**config.mk**
```make
export PLATFORM = sky130hd
export DESIGN_NAME = vector_writeback_buffer
export DESIGN_NICKNAME = d
export VERILOG_FILES = /design/src/rtl/vector_writeback_buffer.sv
export SDC_FILE = /design/constraint.sdc
export NUM_CORES = 2
export LEC_CHECK = 0
export CAP_MARGIN = 0
export CORE_AREA = 2 2 658 660
export DETAILED_ROUTE_END_ITERATION = 12
export DIE_AREA = 0 0 660 662
export GPL_ROUTABILITY_DRIVEN = 0
export PLACE_DENSITY = 0.51
export SKIP_CTS_REPAIR_TIMING = 1
export SLEW_MARGIN = 10
export SYNTH_ARGS = -nofsm -noshare
export SYNTH_HDL_FRONTEND = slang
export SYNTH_SLANG_ARGS = --single-unit
```
**constraint.sdc**
```tcl
create_clock -name clk -period 3.3 [get_ports clk]
set_clock_uncertainty 0.2 [all_clocks]
set_input_delay 0.66 -clock clk [delete_from_list [all_inputs] [get_ports clk]]
set_output_delay 0.66 -clock clk [all_outputs]
set_load 0.005 [all_outputs]
```
**src/rtl/vector_writeback_buffer.sv**
```systemverilog
// Vector writeback buffer: merges execution results with the old destination
// under mask/vl and queues them for the register-file write port.
module vector_writeback_buffer #(
    parameter int VLEN   = 512,
    parameter int DEPTH  = 4,
    parameter int ADDR_W = 5,
    parameter int VL_W   = $clog2(VLEN/8) + 1
) (
    input  logic                   clk,
    input  logic                   reset,
    input  logic                   exe_valid,
    output logic                   exe_ready,
    input  logic [VLEN-1:0]        exe_result,
    input  logic [VLEN-1:0]        exe_old_vd,
    input  logic [VLEN/8-1:0]      exe_mask,
    input  logic                   exe_vm,
    input  logic [VL_W-1:0]        exe_vl,
    input  logic [1:0]             exe_sew,
    input  logic [ADDR_W-1:0]      exe_vd_addr,
    output logic                   wb_valid,
    input  logic                   wb_ready,
    output logic [VLEN-1:0]        wb_data,
    output logic [ADDR_W-1:0]      wb_addr,
    output logic [VLEN/8-1:0]      wb_be,
    output logic [$clog2(DEPTH):0] fifo_count,
    output logic                   err_sew
);
    localparam int NB = VLEN / 8;
    localparam int PW = $clog2(DEPTH);
    localparam int CW = PW + 1;

    logic [VLEN-1:0]   data_q [DEPTH];
    logic [VLEN-1:0]   data_d [DEPTH];
    logic [NB-1:0]     be_q   [DEPTH];
    logic [NB-1:0]     be_d   [DEPTH];
    logic [ADDR_W-1:0] addr_q [DEPTH];
    logic [ADDR_W-1:0] addr_d [DEPTH];
    logic [PW-1:0]     wr_ptr_q, wr_ptr_d;
    logic [PW-1:0]     rd_ptr_q, rd_ptr_d;
    logic [CW-1:0]     count_q, count_d;
    logic              err_q, err_d;

    logic [VL_W-1:0]   ne;
    logic [VL_W-1:0]   evl;
    logic [NB-1:0]     byte_act;
    logic [VLEN-1:0]   merged;
    logic              illegal;
    logic              accept;
    logic              push;
    logic              pop;

    always_comb begin
        case (exe_sew)
            2'b01:   ne = VL_W'(NB / 2);
            2'b10:   ne = VL_W'(NB / 4);
            default: ne = VL_W'(NB);
        endcase
        evl = (exe_vl < ne) ? exe_vl : ne;
    end

    // Each byte inherits the active state of the element that owns it.
    always_comb begin
        byte_act = '0;
        merged   = '0;
        for (int b = 0; b < NB; b++) begin
            case (exe_sew)
                2'b01: byte_act[b] = (VL_W'(b / 2) < evl)
                                     && (exe_vm || exe_mask[b / 2]);
                2'b10: byte_act[b] = (VL_W'(b / 4) < evl)
                                     && (exe_vm || exe_mask[b / 4]);
                default: byte_act[b] = (VL_W'(b) < evl)
                                       && (exe_vm || exe_mask[b]);
            endcase
            merged[b*8 +: 8] = byte_act[b] ? exe_result[b*8 +: 8]
                                           : exe_old_vd[b*8 +: 8];
        end
    end

    assign illegal    = (exe_sew == 2'b11);
    assign exe_ready  = reset && (count_q < CW'(DEPTH));
    assign accept     = exe_valid && exe_ready;
    assign push       = accept && !illegal && (|byte_act);
    assign wb_valid   = (count_q != '0);
    assign pop        = wb_valid && wb_ready;
    assign wb_data    = wb_valid ? data_q[rd_ptr_q] : '0;
    assign wb_be      = wb_valid ? be_q[rd_ptr_q] : '0;
    assign wb_addr    = wb_valid ? addr_q[rd_ptr_q] : '0;
    assign fifo_count = count_q;
    assign err_sew    = err_q;

    always_comb begin
        data_d   = data_q;
        be_d     = be_q;
        addr_d   = addr_q;
        wr_ptr_d = wr_ptr_q;
        rd_ptr_d = rd_ptr_q;
        count_d  = count_q;
        err_d    = err_q | (accept && illegal);
        if (push) begin
            data_d[wr_ptr_q] = merged;
            be_d[wr_ptr_q]   = byte_act;
            addr_d[wr_ptr_q] = exe_vd_addr;
            wr_ptr_d         = wr_ptr_q + 1'b1;
        end
        if (pop) begin
            rd_ptr_d = rd_ptr_q + 1'b1;
        end
        case ({push, pop})
            2'b10:   count_d = count_q + 1'b1;
            2'b01:   count_d = count_q - 1'b1;
            default: count_d = count_q;
        endcase
    end

    always_ff @(posedge clk or negedge reset) begin
        if (!reset) begin
            for (int i = 0; i < DEPTH; i++) begin
                data_q[i] <= '0;
                be_q[i]   <= '0;
                addr_q[i] <= '0;
            end
            wr_ptr_q <= '0;
            rd_ptr_q <= '0;
            count_q  <= '0;
            err_q    <= 1'b0;
        end else begin
            data_q   <= data_d;
            be_q     <= be_d;
            addr_q   <= addr_d;
            wr_ptr_q <= wr_ptr_d;
            rd_ptr_q <= rd_ptr_d;
            count_q  <= count_d;
            err_q    <= err_d;
        end
    end
endmodule

```
== After elaboration in Yosys (flattened, before gate mapping) ==
Cells that the tools add are included.

* Bits in writable memories: 0
* Register bits after elaboration: 2332
* ROM bits: 0
* Memories kept: 0
* Latch bits: 0

* Equal/unequal tests: 5
* Magnitude comparators: 69
* Divide/modulo/power cells: 0
* Bitwise gates (word level): 3
* Muxes and demuxes: 151
* Shift operators: 0
* Multipliers: 0
* Add/subtract/negate cells: 4
* Reductions and logical operators: 140

{| class="wikitable"
|+ Operators by type and width
! cell !! count
|-
| 2048-bit bitwise mux || 1
|-
| 512-bit 2-to-1 mux || 4
|-
| 512-bit binary-select mux with 2-bit select || 1
|-
| 512-bit demux with 2-bit select || 1
|-
| 8-bit 2-to-1 mux || 64
|-
| 256-bit bitwise mux || 1
|-
| 64-bit 2-to-1 mux || 4
|-
| 6-bit by 7-bit less-than comparator with 1-bit output (first input constant) || 32
|-
| 64-bit binary-select mux with 2-bit select || 1
|-
| 64-bit demux with 2-bit select || 1
|-
| 1-bit one-hot mux with 2 select lines || 62
|-
| 5-bit by 7-bit less-than comparator with 1-bit output (first input constant) || 16
|-
| 1-bit logical AND || 71
|-
| 1-bit logical OR || 64
|-
| 64-bit OR reduction || 1
|-
| 4-bit by 7-bit less-than comparator with 1-bit output (first input constant) || 8
|-
| 3-bit by 7-bit less-than comparator with 1-bit output (first input constant) || 4
|-
| 20-bit bitwise mux || 1
|-
| 5-bit 2-to-1 mux || 4
|-
| 1-bit by 7-bit less-than comparator with 1-bit output (first input constant) || 2
|-
| 2-bit by 7-bit less-than comparator with 1-bit output (first input constant) || 2
|-
| 7-bit one-hot mux with 2 select lines || 1
|-
| 5-bit binary-select mux with 2-bit select || 1
|-
| 5-bit demux with 2-bit select || 1
|-
| other kinds (18) || 24
|}

== Depth between registers and ports, before layout ==
* Depth after elaboration: 11
* Gate-level depth with buffers: 25
* Depth with buffers taken out: 20

== Least setup slack after synthesis ==
Ideal clock, no wire load.

* Path type: input port to flip-flop
* Start point: input port exe_sew[0]
* End point: register count_q[2], in the netlist fifo_count[2]
* Arrival: 5.961 ns
* Required time: 3.021 ns
* Path buffers: 3
* Slack: -2.940 ns
* Stages on the path: 23
* Cells stage by stage: inv_1 -> ha_1 -> clkinv_1 -> clkbuf_1 -> buf_1 -> ha_1 -> a211oi_1 -> o21a_1 -> buf_2 -> nand2_2 -> o221ai_1 -> o211ai_1 -> a21boi_1 -> a2111o_1 -> or4b_1 -> nor4_4 -> a211o_1 -> ha_1 -> inv_1 -> fa_1 -> xor2_1 -> nor2_1 -> xor2_1

* Cells in the longest elaborated chain, start to end: 11

{| class="wikitable"
|+ RTL lines
! element !! line !! text
|-
| from (decl) || 18 || <nowiki>input logic [1:0] exe_sew,</nowiki>
|-
| 2-bit == test / 2-bit by 1-bit == test with 1-bit output (equally long branches) || 53, 66 ||
|-
| 7-bit one-hot mux with 2 select lines || 53 || <nowiki>case (exe_sew)</nowiki>
|-
| 7-bit less-than comparator || 58 || <nowiki>evl = (exe_vl < ne) ? exe_vl : ne;</nowiki>
|-
| 7-bit 2-to-1 mux || 58 ||
|-
| 2-bit by 7-bit less-than comparator with 1-bit output (tied with other cells) || 67, 69, 71 ||
|-
| 1-bit logical AND (on tied branches) || 68, 70, 72 ||
|-
| 1-bit one-hot mux with 2 select lines / 1-bit 2-to-1 mux (equally long branches) || - ||
|-
| 64-bit OR reduction || 82 || <nowiki>assign push = accept && !illegal && (|byte_act);</nowiki>
|-
| 1-bit logical AND (*) || 82 ||
|-
| 2-bit by 1-bit == test with 1-bit output / 2-bit == test (equally long branches) || 108 || <nowiki>case ({push, pop})</nowiki>
|-
| 3-bit one-hot mux with 2 select lines / 2-bit nonzero test (equally long branches) || - ||
|-
| to (signal assigned) || 132 || <nowiki>count_q <= count_d;</nowiki>
|-
| to (decl) || 40 || <nowiki>logic [CW-1:0] count_q, count_d;</nowiki>
|}

Mark *: on every way between the ends. The rest lies on a longest branch, timed or not.
A chain may end at the register's enable or synchronous reset.

== Worst setup path after layout ==
* Start point: input port exe_sew[0]
* End point: register data_q[1444] in the netlist's numbering

* Cells in the longest elaborated chain, start to end: 9

{| class="wikitable"
|+ RTL lines
! element !! line !! text
|-
| 2-bit == test / 2-bit by 1-bit == test with 1-bit output (equally long branches) || 53, 66 ||
|-
| 7-bit one-hot mux with 2 select lines || 53 ||
|-
| 7-bit less-than comparator || 58 ||
|-
| 7-bit 2-to-1 mux || 58 ||
|-
| 2-bit by 7-bit less-than comparator with 1-bit output (tied with other cells) || 67, 69, 71 ||
|-
| 1-bit logical AND (on tied branches) || 68, 70, 72 ||
|-
| 1-bit one-hot mux with 2 select lines / 1-bit 2-to-1 mux (equally long branches) || - ||
|-
| 64-bit OR reduction / 8-bit 2-to-1 mux (equally long branches) || 82, 74 ||
|-
| 1-bit logical AND / 2048-bit bitwise mux (equally long branches) || 82, 100 ||
|-
| to (signal assigned) || 127 || <nowiki>data_q <= data_d;</nowiki>
|-
| to (decl) || 32 || <nowiki>logic [VLEN-1:0] data_q [DEPTH];</nowiki>
|}

Parallel ways exist; a longest one is shown, timed or not.

==> out/summary.txt <==
Final Hold Vio Count: 0
Pwr per Cell Area: 1000 nW/µm²
Hold WS: 0.255 ns
status: finished with violations
Die ar.: 437000 µm²
vias: 76600
CP required: 3.86 ns
post-synth cell types: 81
remaining antenna violation count: 0
Reg clk slew, reported paths: 0.06 ns
Slew Viols, Final: 0
crit share post-route: 149%
core box area: 430000 µm²
Crit. End Element: register
Layout fillers: 40100
violated checks: setup timing
setup_tns: -3731.07 ns
Worst Setup Start Kind: input pin
Initial Util: 27.5%
initial antenna violation count: 85
Cell Area, Synth: 118000 µm²
Async S/R FF share, synth: 100%
maximum root-to-sink buffer count: 4
largest net degree at the start of global routing: 189
routed wire length per instance: 31.2 µm
Vias/cell: 4.88
cts bufs inserted: 284
number of synthesized flops with an enable pin: 0
Period minus WS final: 4.93 ns
# clock sinks: 2332
DRC marker count from the first detailed-route iteration: 5297
Avg Inst Size Synth: 15.8 µm²
dpl ws: -3.11 ns
peak supply drop: 0.460 mV
Setup violations, final: 2911
gr usage total: 21.0%
vias in the first global route: 82900
DRT Pass-1 Iters: 5
H-tree depth: 5
unrepaired setup endpoints after global routing: true
Ys Warns: 0
Setup Crit Path Kind: input pin to register
sequential fraction of the synthesis area: 49.4%
I/O Buffers: 1693
P_leak: 69.1 nW
HP Class: input pin to register
#FFs+latches synth: 2332
Layout Utilization: 37.4%
final worst slack: -1.63 ns
f_max: 203 MHz
first-pass GRT wire length: 661000 µm
area delta synth->final: 35.9%
fin nets: 10900
Slew HR: 16.4%
Die Height: 662 µm
Post-DP HPWL: 354000 µm
Rows: 241
post-route cell area: 161000 µm²
Max-cap violations: 0
most common cell after layout, fill and taps aside: dfrtp_1
post-synthesis net count: 8611
TritonCTS clock tree: done
cells after synthesis: 7491
Skew-Pair Late Insertion Delay: 0.90 ns
most used flip-flop cell after synthesis: dfrtp_1
share of layout cells above drive strength 1: 43.4%
Area after DPL: 148000 µm²
Worst Path Max Fanout: 11
most frequent cells in the layout: 2330 x dfrtp_1, 1663 x clkdlybuf4s50_1, 1581 x mux2_4
Arrival @ worst endpoint: 5.49 ns
IO Pins: 1694
clk root buf: clkbuf_16
Worst-Margin Slew: 1.25 ns
total gr overflow: 0
placed insts: 15000
Total Wirelength: 489000 µm
Overall Power: 161 mW
detailed-route DRC error count: 0
Post-Layout Cell Count: 15700
die width: 660 µm
[power by group]
part	leakage (nW)	internal [mW]	total [mW]	switching, mW
registers	29.1	41.9	49.2	7.29
logic	35.5	46.5	80.5	34.0
clock network	4.58	18.3	31.4	13.1
total	69.1	107	161	54.5
[Yosys cell counts, drive strengths merged, types with 5 or more instances]
cell type	instances	area share, %
dfrtp	2332	49
ha	12	0.13
a21oi	72	0.31
nor2	188	0.60
nand2b	6	0.032
o21ai	33	0.15
o22a	6	0.044
clkbuf	225	0.71
nand3	6	0.025
a211oi	6	0.042
o21a	9	0.057
a21boi	9	0.060
o221ai	17	0.13
a221oi	5	0.042
nor3	7	0.034
buf	341	2.5
and2	591	3.1
o211ai	8	0.055
inv	11	0.035
mux4	581	11
a21o	143	0.91
a31oi	13	0.069
or2	8	0.042
mux2	2713	30
o22ai	19	0.10
nand2	57	0.18
[worst max-delay path, stage by stage]
cell and delay (ns):
buf_6 0.07, buf_8 0.11, inv_12 0.03, ha_4 0.28, clkinv_4 0.05, ha_4 0.28, a211oi_4 0.34, o21ai_2 0.14
o32a_1 0.37, nand2_1 0.09, o221ai_2 0.12, a21boi_2 0.20, a2111o_1 0.41, or4b_4 0.56, nor4_4 0.23, buf_6 0.17
buf_8 0.14, a21oi_4 0.06, buf_6 0.13, clkbuf_16 0.17, buf_16 0.18, clkbuf_16 0.25, mux2_4 0.30
[cell type report]
cell class	instances	area [µm²]	share of cell area [%]
flip-flops and latches	2332	58400	36.3
multi-input cells	4581	58300	36.3
repair buffers	2525	27500	17.1
clock buffers	415	8370	5.21
well taps	5710	7140	4.45
clock inverters	82	922	0.574
diodes	31	77.6	0.0483
inverters	12	62.6	0.0389
[state kept, by name, indices dropped and copies added, names as in the netlist]
name / flops
data_q: 2048
rd_ptr_q: 2
be_q: 256
addr_q: 20
fifo_count: 3
err_sew: 1
wr_ptr_q: 2
[cells by family after synthesis]
kind of cell,Yosys count,share of synthesized area (%)
AO/OA/AOI/OAI,381,2.28
XOR/XNOR,6,0.0445
adder cells (fa/ha/maj),13,0.144
buffers and inverters,578,3.26
flip-flops,2332,49.4
multiplexers,3295,40.7
AND/OR/NAND/NOR,886,4.19
[layer usage]
layer	global-route usage, %	up-vias	share of wire (%)
met4	7.32	12	3.7
met3	3.62	660	5.7
li1	-	32000	-
met1	27.4	41400	42
met2	35.1	2499	49
met5	0	-	0.016
[final timing paths]
path / start / endpoint / slack [ns] / depth (start not counted)
max reg2reg: fifo_count[2]$_DFFE_PN0P_ / data_q[650]$_DFFE_PN0P_ / 0.16 / 13
min in group asynchronous: reset / data_q[326]$_DFFE_PN0P_ / 0.29 / 4
max in group asynchronous: reset / data_q[1710]$_DFFE_PN0P_ / 0.47 / 6
max: exe_sew[0] / data_q[1444]$_DFFE_PN0P_ / -1.63 / 23
min reg2reg: be_q[56]$_DFFE_PN0P_ / be_q[56]$_DFFE_PN0P_ / 0.27 / 1
min: exe_vd_addr[3] / addr_q[18]$_DFFE_PN0P_ / 0.25 / 2
No activity file was read; power rests on OpenSTA's default activity.
